===== config.mk =====
export PLATFORM = sky130hd
export DESIGN_NAME = disp_page_sched
export DESIGN_NICKNAME = d
export VERILOG_FILES = /design/src/rtl/disp_sched_pkg.sv /design/src/rtl/disp_rr_pick.sv /design/src/rtl/disp_page_sched.sv
export SDC_FILE = /design/constraint.sdc
export NUM_CORES = 1
export LEC_CHECK = 0
export BUFFER_PORTS_ARGS = -buffer_cell sky130_fd_sc_hd__buf_2
export CAP_MARGIN = 25
export CORE_AREA = 2 2 132 134
export DETAILED_ROUTE_END_ITERATION = 7
export DIE_AREA = 0 0 134 136
export PLACE_DENSITY = 0.72
export RECOVER_POWER = 50
export SETUP_SLACK_MARGIN = 0.3
export SYNTH_ARGS = -nofsm -noshare
export SYNTH_HDL_FRONTEND = slang
export SYNTH_HIERARCHICAL = 1
export SYNTH_SLANG_ARGS = --single-unit

===== constraint.sdc =====
create_clock -name clock_27mhz -period 5.55 [get_ports clock_27mhz]
set_input_delay 1.11 -clock clock_27mhz [delete_from_list [all_inputs] [get_ports clock_27mhz]]
set_output_delay 1.11 -clock clock_27mhz [all_outputs]
set_load 0.005 [all_outputs]

===== src/rtl/disp_sched_pkg.sv =====
// Shared types and helpers for the display page scheduler.
package disp_sched_pkg;

  localparam int NSRC = 4;
  localparam int CNT_W_DEF = 27;

  typedef enum logic [1:0] {
    ST_IDLE   = 2'd0,
    ST_SHOW   = 2'd1,
    ST_PINNED = 2'd2,
    ST_ALERT  = 2'd3
  } state_t;

  function automatic logic [63:0] src_slice(input logic [255:0] bus, input logic [1:0] idx);
    return bus[{idx, 6'd0} +: 64];
  endfunction

endpackage


===== src/rtl/disp_rr_pick.sv =====
// Round-robin picker: first valid index strictly after start, wrapping, start itself last.
module disp_rr_pick (
  input  logic [3:0] valid,
  input  logic [1:0] start,
  output logic [1:0] next,
  output logic       any
);

  logic [1:0] idx;

  // Scan farthest-first so the nearest valid index after start wins.
  always_comb begin
    next = start;
    idx  = start;
    for (int k = 4; k >= 1; k--) begin
      idx = start + 2'(k);
      if (valid[idx]) next = idx;
    end
    any = |valid;
  end

endmodule


===== src/rtl/disp_page_sched.sv =====
// Time-shares the hex display among four sources: round-robin dwell, manual advance, pin and alert preemption.
module disp_page_sched
  import disp_sched_pkg::*;
#(
  parameter int DWELL      = 27000000,
  parameter int ALERT_HOLD = 81000000,
  parameter int CNT_W      = CNT_W_DEF
) (
  input  logic         clock_27mhz,
  input  logic         reset,
  input  logic [3:0]   src_valid,
  input  logic [255:0] src_data,
  input  logic         next_pulse,
  input  logic         pin_en,
  input  logic [1:0]   pin_sel,
  input  logic [3:0]   alert,
  output logic [63:0]  disp_data,
  output logic [1:0]   cur_page,
  output logic         page_valid,
  output logic         in_alert
);

  localparam logic [CNT_W-1:0] DWELL_LAST = CNT_W'(DWELL - 1);
  localparam logic [CNT_W-1:0] HOLD_LAST  = CNT_W'(ALERT_HOLD - 1);
  localparam logic [CNT_W-1:0] CNT_MAX    = {CNT_W{1'b1}};

  state_t             state, state_n;
  logic [1:0]         page_n;
  logic [CNT_W-1:0]   cnt, cnt_n, cnt_inc;
  logic [NSRC-1:0]    alert_q, alert_edge;
  logic [1:0]         alert_idx;
  logic               alert_hit;
  logic [1:0]         rr_start, rr_next;
  logic               rr_any;
  logic               cur_ok, show_ok;

  // From IDLE a start of 3 makes the picker return the lowest valid index.
  assign rr_start = (state == ST_IDLE) ? 2'd3 : cur_page;

  disp_rr_pick u_pick (
    .valid (src_valid),
    .start (rr_start),
    .next  (rr_next),
    .any   (rr_any)
  );

  assign cur_ok  = src_valid[cur_page];
  assign show_ok = (state != ST_IDLE) && cur_ok;
  assign cnt_inc = (cnt == CNT_MAX) ? cnt : cnt + 1'b1;

  always_comb begin
    alert_edge = alert & ~alert_q & src_valid;
    alert_hit  = |alert_edge;
    alert_idx  = 2'd0;
    for (int i = NSRC - 1; i >= 0; i--) begin
      if (alert_edge[i]) alert_idx = 2'(i);
    end
  end

  always_comb begin
    state_n = state;
    page_n  = cur_page;
    cnt_n   = '0;
    if (pin_en) begin
      state_n = ST_PINNED;
      page_n  = pin_sel;
    end else if (state == ST_PINNED) begin
      state_n = rr_any ? ST_SHOW : ST_IDLE;
      if (!cur_ok) page_n = rr_next;
    end else if (alert_hit) begin
      state_n = ST_ALERT;
      page_n  = alert_idx;
    end else begin
      case (state)
        ST_IDLE: begin
          if (rr_any) begin
            state_n = ST_SHOW;
            page_n  = rr_next;
          end
        end
        ST_SHOW: begin
          if (!rr_any) begin
            state_n = ST_IDLE;
          end else if (!cur_ok || next_pulse || cnt == DWELL_LAST) begin
            page_n = rr_next;
          end else begin
            cnt_n = cnt_inc;
          end
        end
        ST_ALERT: begin
          if (!cur_ok) begin
            state_n = rr_any ? ST_SHOW : ST_IDLE;
            page_n  = rr_next;
          end else if (cnt >= HOLD_LAST && !alert[cur_page]) begin
            state_n = ST_SHOW;
          end else begin
            cnt_n = cnt_inc;
          end
        end
        default: state_n = ST_IDLE;
      endcase
    end
  end

  // Registered outputs: display word follows the page chosen one cycle earlier.
  always_ff @(posedge clock_27mhz) begin
    if (reset) begin
      state      <= ST_IDLE;
      cur_page   <= 2'd0;
      cnt        <= '0;
      alert_q    <= '0;
      disp_data  <= '0;
      page_valid <= 1'b0;
      in_alert   <= 1'b0;
    end else begin
      state      <= state_n;
      cur_page   <= page_n;
      cnt        <= cnt_n;
      alert_q    <= alert;
      disp_data  <= show_ok ? src_slice(src_data, cur_page) : 64'd0;
      page_valid <= show_ok;
      in_alert   <= (state_n == ST_ALERT);
    end
  end

endmodule

# Word-level counts from Yosys, hierarchy flattened
# Cells that the tools add are included.
[op_classes] n_addsub=4 n_lt_le_gt_ge=5 n_eq_ne=9 n_shift=1 mux=41 bitwise=4 n_reduce_logical=14
[ops] cell="indexed part select 256 x 9 -> 64 bit" n=1
[ops] cell="2-to-1 mux 27 bit" n=5
[ops] cell="case mux 27 bit (2 select lines)" n=1
[ops] cell="2-to-1 mux 2 bit" n=22
[ops] cell="adder 27 x 1 -> 27 bit, second input constant" n=1
[ops] cell="== test 27 x 25 -> 1 bit, second input constant" n=1
[ops] cell="== test 27 bit, second input constant" n=1
[ops] cell=">= comparator 27 bit, second input constant" n=1
[ops] cell="< comparator 2 x 3 -> 1 bit, second input constant" n=4
[ops] cell="case mux 2 bit (3 select lines)" n=2
[ops] cell="binary-select mux 1 bit (select 2 bit)" n=5
[ops] cell="!= test 5 bit, second input constant" n=2
[ops] cell="AND 4 bit" n=2
[ops] cell="OR reduction 4 bit" n=2
[ops] cell="OR reduction 7 bit" n=1
[ops] cell="== test 2 bit, second input constant" n=3
[ops] cell="2-to-1 mux 1 bit" n=6
[ops] cell="nonzero test 6 bit" n=1
[ops] cell="!= test 5 x 4 -> 1 bit, second input constant" n=1
[ops] cell="adder 2 bit, second input constant" n=2
[ops] cell="inverter 4 bit" n=1
[ops] cell="AND reduction 4 bit" n=1
[ops] cell="adder 2 x 1 -> 2 bit, second input constant" n=1
[ops] cell="== test 2 x 1 -> 1 bit, second input constant" n=1
[ops] cell="other kinds (7)" n=10
[word_totals] reg_bits=101 input_bits=270 out_inout_bits=68

# Depth between registers and ports, before layout
# Gate-level depths: netlist (run 1).
[logic_depth] depth_word=14 ltp_mapped=12

# Modules after synthesis
# Netlist (run 1), hierarchy kept.
[modules_own_cells] module="disp_page_sched" n_inst=1 cells_each=466 area_each_um2=5278.8 seq_area_each_um2=2021.9
[modules_own_cells] module="disp_rr_pick" n_inst=1 cells_each=12 area_each_um2=86.3 seq_area_each_um2=0.0

# Worst setup path before layout (run 1)
# Ideal clock, no wire load.
[synth_timing] path_kind="register to register" startpoint="register cur_page[1]" endpoint="register cur_page[0]" arrival_time_ps=2620 slack_ps=2789 path_stages_with_launch=12 path_buffers=3 period_less_slack_ps=2761 path_cell_list="dfxtp_1 clkbuf_1 clkbuf_1 clkbuf_1 or2_2 mux2_4 a21oi_2 o21ai_1 mux2_2 a221oi_1 a211o_1 a311oi_1"
[synth_between] elab_chain_len=13 word_cells_on_any_way=28
[synth_lines] element="from (decl)" line="disp_page_sched.sv:18" source="output logic [1:0] cur_page,"
[synth_lines] element="from (signal assigned)" line="disp_page_sched.sv:117" source="cur_page <= page_n;"
[synth_lines] element="2-to-1 mux 2 bit *" line="disp_page_sched.sv:38" source="assign rr_start = (state == ST_IDLE) ? 2'd3 : cur_page;"
[synth_lines] element="net rr_start[1]" line="disp_page_sched.sv:33" source="logic [1:0] rr_start, rr_next;"
[synth_lines] element="adder 2 bit" line="disp_rr_pick.sv:16" source="idx = start + 2'(k);"
[synth_lines] element="binary-select mux 1 bit (select 2 bit)" line="disp_rr_pick.sv:17" source="if (valid[idx]) next = idx;"
[synth_lines] element="2-to-1 mux 1 bit (not written as such)" line="disp_rr_pick.sv:17"
[synth_lines] element="2-to-1 mux 2 bit (2 in series)" line="disp_rr_pick.sv:17"
[synth_lines] element="2-to-1 mux 2 bit *" line="disp_rr_pick.sv:17"
[synth_lines] element="net rr_next[0]" line="disp_page_sched.sv:33"
[synth_lines] element="2-to-1 mux 2 bit" line="disp_page_sched.sv:84" source="end else if (!cur_ok || next_pulse || cnt == DWELL_LAST) begin"
[synth_lines] element="2-to-1 mux 2 bit" line="disp_page_sched.sv:82" source="if (!rr_any) begin"
[synth_lines] element="case mux 2 bit (3 select lines)" line="disp_page_sched.sv:74" source="case (state)"
[synth_lines] element="2-to-1 mux 2 bit" line="disp_page_sched.sv:70" source="end else if (alert_hit) begin"
[synth_lines] element="2-to-1 mux 2 bit *" line="disp_page_sched.sv:67" source="end else if (state == ST_PINNED) begin"
[synth_lines] element="2-to-1 mux 2 bit *" line="disp_page_sched.sv:64" source="if (pin_en) begin"
# Mark *: on every way through the listed nets, which the timed path passes. The rest lies on a longest branch. The select of a mux whose other input is x is not followed.
# A chain may end at the register's enable or synchronous reset.

# Worst setup path in the final report (run 1)
[layout_timing] startpoint="input src_valid[1]" endpoint="register disp_data[25]"
[layout_between] elab_chain_len=5
[layout_lines] element="from (decl)" line="disp_page_sched.sv:11" source="input logic [3:0] src_valid,"
[layout_lines] element="binary-select mux 1 bit (select 2 bit)" line="disp_page_sched.sv:47" source="assign cur_ok = src_valid[cur_page];"
[layout_lines] element="2-to-1 mux 1 bit (not written as such)" line="disp_page_sched.sv:47"
[layout_lines] element="logical AND 1 bit" line="disp_page_sched.sv:48" source="assign show_ok = (state != ST_IDLE) && cur_ok;"
[layout_lines] element="inverter 1 bit (no source line)"
[layout_lines] element="OR reduction 2 bit (no source line)"
[layout_lines] element="to (signal assigned)" line="disp_page_sched.sv:120" source="disp_data <= show_ok ? src_slice(src_data, cur_page) : 64'd0;"
[layout_lines] element="to (decl)" line="disp_page_sched.sv:17" source="output logic [63:0] disp_data,"
# Every way passes these cells. The select of a mux whose other input is x is not followed.

==> flow_summary.ini, run 1 <==
[logic_synthesis]
yosysTopAreaCell = dfxtp_1
synth_cells = 478
async_flop_share = 0
synth_top_area_share = 0.377
synthTopCellsByArea = dfxtp_1 38%, mux4_2 28%, and3_1 8.3%
synth_area_um2 = 5370
syn-num-nets = 749
ys_seq_area_frac = 0.377
synth-main-ff-cell = dfxtp_1
ys_ff_latch = 101
ys_warn_count = 6
syn_area_per_cell_um2 = 11.2
synth-edff-count = 0
synth.distinct_cells = 56

[drt]
drc_errors = 0
num_vias = 5337
post_drt_wl_per_cell_um = 19.6
ant_nets = 0
vias_per_cell = 5.18
drtPass1Iterations = 4
initialDrtViolationCount = 419
wirelength_mm = 20.3

[timing]
setup_viol = 0
hold_viol = 0
timing.setup.tns_ps = 0
timing.final.crit_share = 0.611
fin_skew_ps = 12.9
relSlewSlack = -0.421
fin_crit_ps = 3390
tightest_slew_ps = 2130
fmax_mhz = 295
rsz0062_at_grt = false
slew_viol_final = 66

[floorplanning]
dieArea_um2 = 18200
die_w_um = 134
placeableCoreArea_um2 = 16900
rows = 48
io_pins = 338
die-height_um = 136
start_util = 0.318

[power_and_ir_drop]
p_per_area_nw_per_um2 = 243
cellLeakagePower_nw = 3.33
fin_total_pwr_w = 0.00181
ir_drop_mv = 0.163

[clock_tree]
ctsHoldBuffers = 0
cts-buffers-inserted = 9
cts_htree_levels = 3
clock_sinks = 101
clockBufferDepth = 2
root_buffer = clkbuf_16
postCtsSetupBuffers = 0
clock_latency_ps = 350
cts_tree = yes
cts_resized = 0
path_clk_slew_ps = 70

[layout]
fin_util = 0.442
area_delta_synth_final_pct = 39.1
mostFrequentLayoutCells = 288 x buf_2, 99 x dfxtp_1, 71 x and3_1
layout.nets = 1064
final_common_cell = buf_2
drive_above_1_share = 0.486

[global_route]
antenna_found_initial = 13
grt_pass1_vias = 5053
grt-ovfl-total = 0
grt.total_usage = 0.212
grt_pass1_wl_mm = 29.0
grt_max_degree = 71

[worst_setup_path]
timing.critical_path.cells = clkbuf_1 -> mux4_2 -> clkbuf_1 -> and3_1
slowest_delay_ps = 1540
critPathArrivalTime_ps = 3670
crit_type = primary input to flop
critPathBufInv = 2
critPathMaxFanout = 65
path_common_cell = clkbuf_1
slowest_stage = clkbuf_1
startpoint_type = primary input
critPathTopFamily = buffers and inverters
setup.worst_path.end_class = flop
cp.required_ps = 5830

[placement]
dp_hpwl_mm = 16.1
port_buffers = 337
gp_congestion = 0.846

[run_status]
status = complete, but fails checks
violations = max-capacitance violations, max-slew violations

[min_path]
hold_path_class = flop to flop

[flow_run]
drv_cap = 1
==> synthesized netlist by cell type (2+ instances only) <==
library cell	n
a21oi_1	11
a311oi_1	4
a31oi_1	4
and3_1	71
and3b_1	2
and4_1	6
buf_1	4
buf_12	2
buf_2	2
clkbuf_1	28
dfxtp_1	101
inv_1	5
mux2i_1	5
mux4_2	66
nand2_1	18
nand2b_1	3
nand3_1	16
nand3b_1	3
nand4_1	9
nor2_1	42
nor2b_1	5
nor3_1	4
nor4_1	5
o21ai_0	8
or2_2	5
or3_1	3
xnor2_1	6
xor2_1	12
==> state kept, by name (all words and copies together) (netlist names) <==
name        cells
alert_q         4
cnt            27
disp_data      64
cur_page        2
in_alert        1
page_valid      1
state           2
==> per-stage QoR <==
step,setup slack (ps),hold slack [ps],std cells,cell area (um2)
floorplan,2790,478,478,5370
global placement,1920,507,1005,7180
detailed placement,1820,519,1006,7200
CTS,2200,540,1022,7500
global route,1860,584,1027,7450
finish,2160,531,1031,7460
==> path summary, 6_finish.rpt <==
path	startpoint	endpoint	slack [ps]	depth (start not counted)
worst max-delay path	src_valid[1]	disp_data[25]	2160	4
worst max register to register	cur_page[1]	disp_data[25]	2380	3
worst min-delay path	cnt[1]	cnt[1]	530	2
worst min register to register	cnt[1]	cnt[1]	530	2
==> cells by family (layout without fill, tap and decap cells) <==
kind of cell,count (synthesis),count (layout),share of synthesized area
muxes,73,73,0.291
DFF,101,101,0.377
AOI/OAI and AO/OA,42,42,0.0534
other,0,8,0
buffers and inverters,42,362,0.0373
and+or+nand+nor,201,201,0.209
adders and majority gates,1,1,0.00233
xor gates and xnor gates,18,18,0.0294
==> metal layers <==
layer,wire length (um),track usage,up-vias
met5,36,0,-
met4,400,0.0615,6
met3,1900,0.0891,30
met2,9480,0.334,244
met1,8440,0.267,2587
li1,-,-,2470
==> final cells by class <==
type | count | area (um2)
Clock buffer | 10 | 229
Sequential cell | 101 | 2030
Fill cell | 1676 | 9410
Inverter | 5 | 18.8
Clock inverter | 6 | 68.8
Tap cell | 225 | 282
Timing Repair Buffer | 341 | 1660
Multi-Input combinational cell | 335 | 3150
Antenna cell | 8 | 20.0
==> tightest hold or removal path, cell delays in order, from the launching register on <==
cell     delay [ps]
dfxtp_1         350
mux2i_1          80
nor2_1           70
==> where the power goes <==
part / total [W] / switching [W] / leakage, nW / internal [W]
Sequential: 0.000789 / 0.0000315 / 0.822 / 0.000757
Combinational: 0.000382 / 0.000156 / 2.36 / 0.000226
Clock: 0.000643 / 0.000290 / 0.144 / 0.000353
Total: 0.00181 / 0.000477 / 3.33 / 0.00134
(Power assumes the default switching activity.)
==> inputs of run 2 (changes only) <==
CORE_AREA = 2 2 133 135   (was 2 2 132 134)
DIE_AREA = 0 0 135 137   (was 0 0 134 136)
PLACE_DENSITY = 0.71   (was 0.72)
clock period = 3.15 ns   (was 5.55 ns; I/O delays follow)
==> run 2 against run 1 <==
The run now ends clean. Sequential power increased by 74%. Clock skew down 5.3 ps. Critical path depth increased by 2. Clock-buffer cell count unchanged. Clock power up 74%. Global-route usage is 1.1 points lower. Hold slack worse by 6.8 ps. Highest routed layer unchanged. Via count is 0.67% higher. Combinational power rose by 84%. Die area rose by 1.5%.
==> flow_summary.ini, run 2 (synthesis results as in run 1) <==
[run_status]
status = complete, no violations

[drt]
vias_per_cell = 5.21
ant_nets = 0
wirelength_mm = 19.9
post_drt_wl_per_cell_um = 19.3
num_vias = 5373
drtPass1Iterations = 4
drc_errors = 0
initialDrtViolationCount = 376

[power_and_ir_drop]
ir_drop_mv = 0.246
p_per_area_nw_per_um2 = 426
cellLeakagePower_nw = 3.36
fin_total_pwr_w = 0.00319

[global_route]
grt_max_degree = 68
grt_pass1_wl_mm = 28.1
grt.total_usage = 0.201
grt-ovfl-total = 0
antenna_found_initial = 4
grt_pass1_vias = 5107

[floorplanning]
die-height_um = 137
placeableCoreArea_um2 = 17100
io_pins = 338
dieArea_um2 = 18500
start_util = 0.315
rows = 48
die_w_um = 135

[clock_tree]
cts_resized = 0
clock_sinks = 101
ctsHoldBuffers = 0
clockBufferDepth = 2
cts-buffers-inserted = 9
postCtsSetupBuffers = 0
clock_latency_ps = 350
cts_htree_levels = 3
root_buffer = clkbuf_16
cts_tree = yes
path_clk_slew_ps = 70

[worst_setup_path]
critPathArrivalTime_ps = 2850
crit_type = flop to flop
cp.required_ps = 3360
critPathTopFamily = simple AND/OR/NAND/NOR gates
setup.worst_path.end_class = flop
reg2reg_slack_ps = 510
reg2reg_to = cnt[24]
timing.critical_path.cells = or4b_1 -> or2_0 -> or3_1 -> o2111ai_2 -> a31o_2 -> nor3_1
r2r_cells = 6
crit_cells = 6
startpoint_type = flop
reg2reg_from = cnt[19]
critPathBufInv = 0
critPathMaxFanout = 27
slowest_delay_ps = 610
slowest_stage = or4b_1

[min_path]
hp-start = alert[2]
hold_path_end = alert_q[2]
hold_path_class = primary input to flop
min_path_cells = 2

[placement]
dp_hpwl_mm = 15.7
dp.cells = 1014
port_buffers = 337
gp_congestion = 0.875

[flow_run]
drv_cap = 0

[layout]
layoutNonFillerInstCount = 1032
area_delta_synth_final_pct = 39.7
regMostFlops = disp_data
layout.nets = 1071
top_regs = disp_data: 64 flops, cnt: 27 flops, alert_q: 4 flops
drive_above_1_share = 0.490
final_common_cell = buf_2
largest_reg_flops = 64
mostFrequentLayoutCells = 288 x buf_2, 100 x dfxtp_1, 71 x and3_1

[timing]
timing.setup.tns_ps = 0
fmax_mhz = 379
fin_skew_ps = 7.56
setup_viol = 0
slew_viol_final = 0
timing.final.crit_share = 0.838
tightest_slew_ps = 932
rsz0062_at_grt = false
hold_viol = 0
fin_crit_ps = 2640
relSlewSlack = 0.379
## run 2: metrics by stage
stage,utilization,hold slack [ps],setup WS [ps],cell area (um2)
floorplan,-,478,389,5370
global placement,0.426,508,588,7260
detailed placement,0.426,521,553,7260
CTS,0.443,508,512,7550
global route,0.439,526,398,7490
finish,0.439,525,510,7490
## run 2: area by class of cell
class	instances	area, um2
Fill cell	1668	9560
Multi-Input combinational cell	335	3150
Sequential cell	101	2030
Timing Repair Buffer	348	1720
Tap cell	225	282
Clock buffer	10	229
Clock inverter	5	60.1
Inverter	5	18.8
Antenna cell	3	7.51
## run 2: worst reg2reg max path, delay by kind of cell, from the launching register on
kind	cells	cell delay [ps]
AND/OR/NAND/NOR	4	1340
AO/OA/AOI/OAI	2	790
flip-flops	1	370
## run 2: routing by layer
layer | vias to the layer above | routed length [um] | track usage | share of wire
met1 | 2617 | 8030 | 0.263 | 0.40
met5 | - | 17 | 0 | 0.00086
met4 | 2 | 532 | 0.0885 | 0.027
met2 | 239 | 9830 | 0.324 | 0.49
met3 | 36 | 1470 | 0.0396 | 0.074
li1 | 2479 | - | - | -
## run 2: worst max-delay path by stage
stage                  from     endpoint  slack [ps]
2_1_floorplan   cur_page[1]  cur_page[0]         390
3_3_place_gp   src_valid[3]      cnt[24]         590
3_5_place_dp   src_valid[3]      cnt[21]         550
4_1_cts             cnt[19]      cnt[24]         510
5_1_grt             cnt[19]       cnt[7]         400
6_report            cnt[19]      cnt[24]         510
## run 2: power by group
| group | total [W] | internal (W) | switching [W] |
|---|---|---|---|
| logic | 0.000701 | 0.000404 | 0.000297 |
| registers | 0.00137 | 0.00133 | 0.0000352 |
| clock network | 0.00112 | 0.000616 | 0.000504 |
| total | 0.00319 | 0.00235 | 0.000836 |
==> inputs of run 3 (changes only) <==
CORE_AREA = 2 2 132 134   (was 2 2 133 135)
DIE_AREA = 0 0 134 136   (was 0 0 135 137)
PLACE_DENSITY = 0.74   (was 0.71)
clock period = 2.2 ns   (was 3.15 ns; I/O delays follow)
==> run 3 against run 2 <==
Sequential power rose by 42%. Maximum frequency up 20%. Flip-flop and latch count stayed put. Global-route usage rose by 3.2 points. Highest routed layer unchanged. Clock skew grew 1.8 ps. Cell count grew 3.0%. Hold slack got worse by 200 ps. Via count is 2.7% higher. Critical endpoint is now cnt[8].
==> flow_summary.ini, run 3 (synthesis results as in run 1) <==
[run_status]
status = complete, no violations

[timing]
relSlewSlack = 0.583
slew_viol_final = 0
rsz0062_at_grt = true
setup_viol = 0
fmax_mhz = 456
timing.final.crit_share = 0.997
tightest_slew_ps = 626
holdWs_ps = 330
fin_skew_ps = 9.36
hold_viol = 0
fin_crit_ps = 2190
setup_ws_ps = 6.47

[layout]
area_delta_synth_final_pct = 47.2
layout.nets = 1094
top_regs = disp_data: 64 flops, cnt: 27 flops, alert_q: 4 flops
design_area_um2 = 7900
layoutNonFillerInstCount = 1063
largest_reg_flops = 64
mostFrequentLayoutCells = 286 x buf_2, 96 x dfxtp_1, 71 x and3_1
drive_above_1_share = 0.540
regMostFlops = disp_data
final_common_cell = buf_2

[floorplanning]
io_pins = 338
dieArea_um2 = 18200
start_util = 0.318
rows = 48
die-height_um = 136
placeableCoreArea_um2 = 16900
die_w_um = 134

[drt]
initialDrtViolationCount = 279
wirelength_mm = 22.5
post_drt_wl_per_cell_um = 21.2
drtPass1Iterations = 4
drc_errors = 0
ant_nets = 0
vias_per_cell = 5.19
num_vias = 5517

[clock_tree]
cts_htree_levels = 3
cts-buffers-inserted = 9
clock_sinks = 101
ctsHoldBuffers = 0
path_clk_slew_ps = 80
clockBufferDepth = 2
clock_latency_ps = 360
cts_tree = yes
root_buffer = clkbuf_16

[power_and_ir_drop]
p_per_area_nw_per_um2 = 586
cellLeakagePower_nw = 3.51
ir_drop_mv = 0.405

[min_path]
hold_path_class = primary input to flop

[global_route]
grt_pass1_vias = 5355
antenna_found_initial = 20
grt.total_usage = 0.233
grt-ovfl-total = 0
grt_pass1_wl_mm = 31.3
grt_max_degree = 66

[placement]
dp.cells = 1033
port_buffers = 337
place_worst_setup_slack_ps = -42.3
dp_hpwl_mm = 18.1
gp_congestion = 0.830
placed_area_um2 = 7460

[worst_setup_path]
setup.worst_path.end_class = flop
critPathArrivalTime_ps = 2440
critPathMaxFanout = 6
crit_type = flop to flop
reg2reg_slack_ps = 6
cp.required_ps = 2450
startpoint_type = flop

[flow_run]
drv_cap = 0
-- run 3: per-stage QoR --
stage                util  total power [W]  TNS [ps]
floorplan               -          0.00259     -50.9
global placement    0.442          0.00303     -54.5
CTS                 0.464          0.00466         0
global route        0.467          0.00482     -1190
detailed placement  0.442          0.00305      -909
finish              0.468          0.00463         0
-- run 3: layer usage --
| metal | track usage | part of all wire | vias up | wire length (um) |
|---|---|---|---|---|
| met5 | 0 | 0.0057 | - | 128 |
| met4 | 0.0573 | 0.0067 | 18 | 150 |
| met3 | 0.129 | 0.13 | 28 | 2930 |
| met2 | 0.360 | 0.46 | 226 | 10500 |
| met1 | 0.284 | 0.39 | 2706 | 8890 |
| li1 | - | - | 2539 | - |
-- run 3: path summary, 6_finish.rpt --
kind                                from         end  cells after the start
worst max-delay path             cnt[25]      cnt[8]                      7
worst min-delay path            alert[2]  alert_q[2]                      2
worst max register to register   cnt[25]      cnt[8]                      7
worst min register to register   cnt[11]     cnt[11]                      2
-- run 3: power by group --
part	internal (W)	total [W]	switching (W)	leakage (nW)
logic	0.000617	0.00109	0.000474	2.55
registers	0.00191	0.00194	0.0000336	0.823
clock network	0.000796	0.00159	0.000795	0.138
-- run 3: area by class of cell --
cell class,count,area (um2)
antenna,10,25.0
clock buffer,9,225
clock inverter,7,66.3
fill,1622,8980
inverter,5,18.8
multi-input combinational,335,3300
sequential,101,2030
tap,225,282
timing repair buffer,371,1940
-- run 3: repair_timing --
item / in CTS / in global routing
pin swaps: 11 / 9
setup endpoints to repair: 32 / 33
cloned: 0 / 1
resized for setup: 18 / 18
buffers inserted: 1 / 2
-- run 3: critical path: stages, from the launching register on --
cell       delay [ps]
dfxtp_2           320
or4b_4            530
or2_0             230
or3_1             320
o2111ai_2         210
a31o_4            260
clkbuf_16         170
nor2_1             40
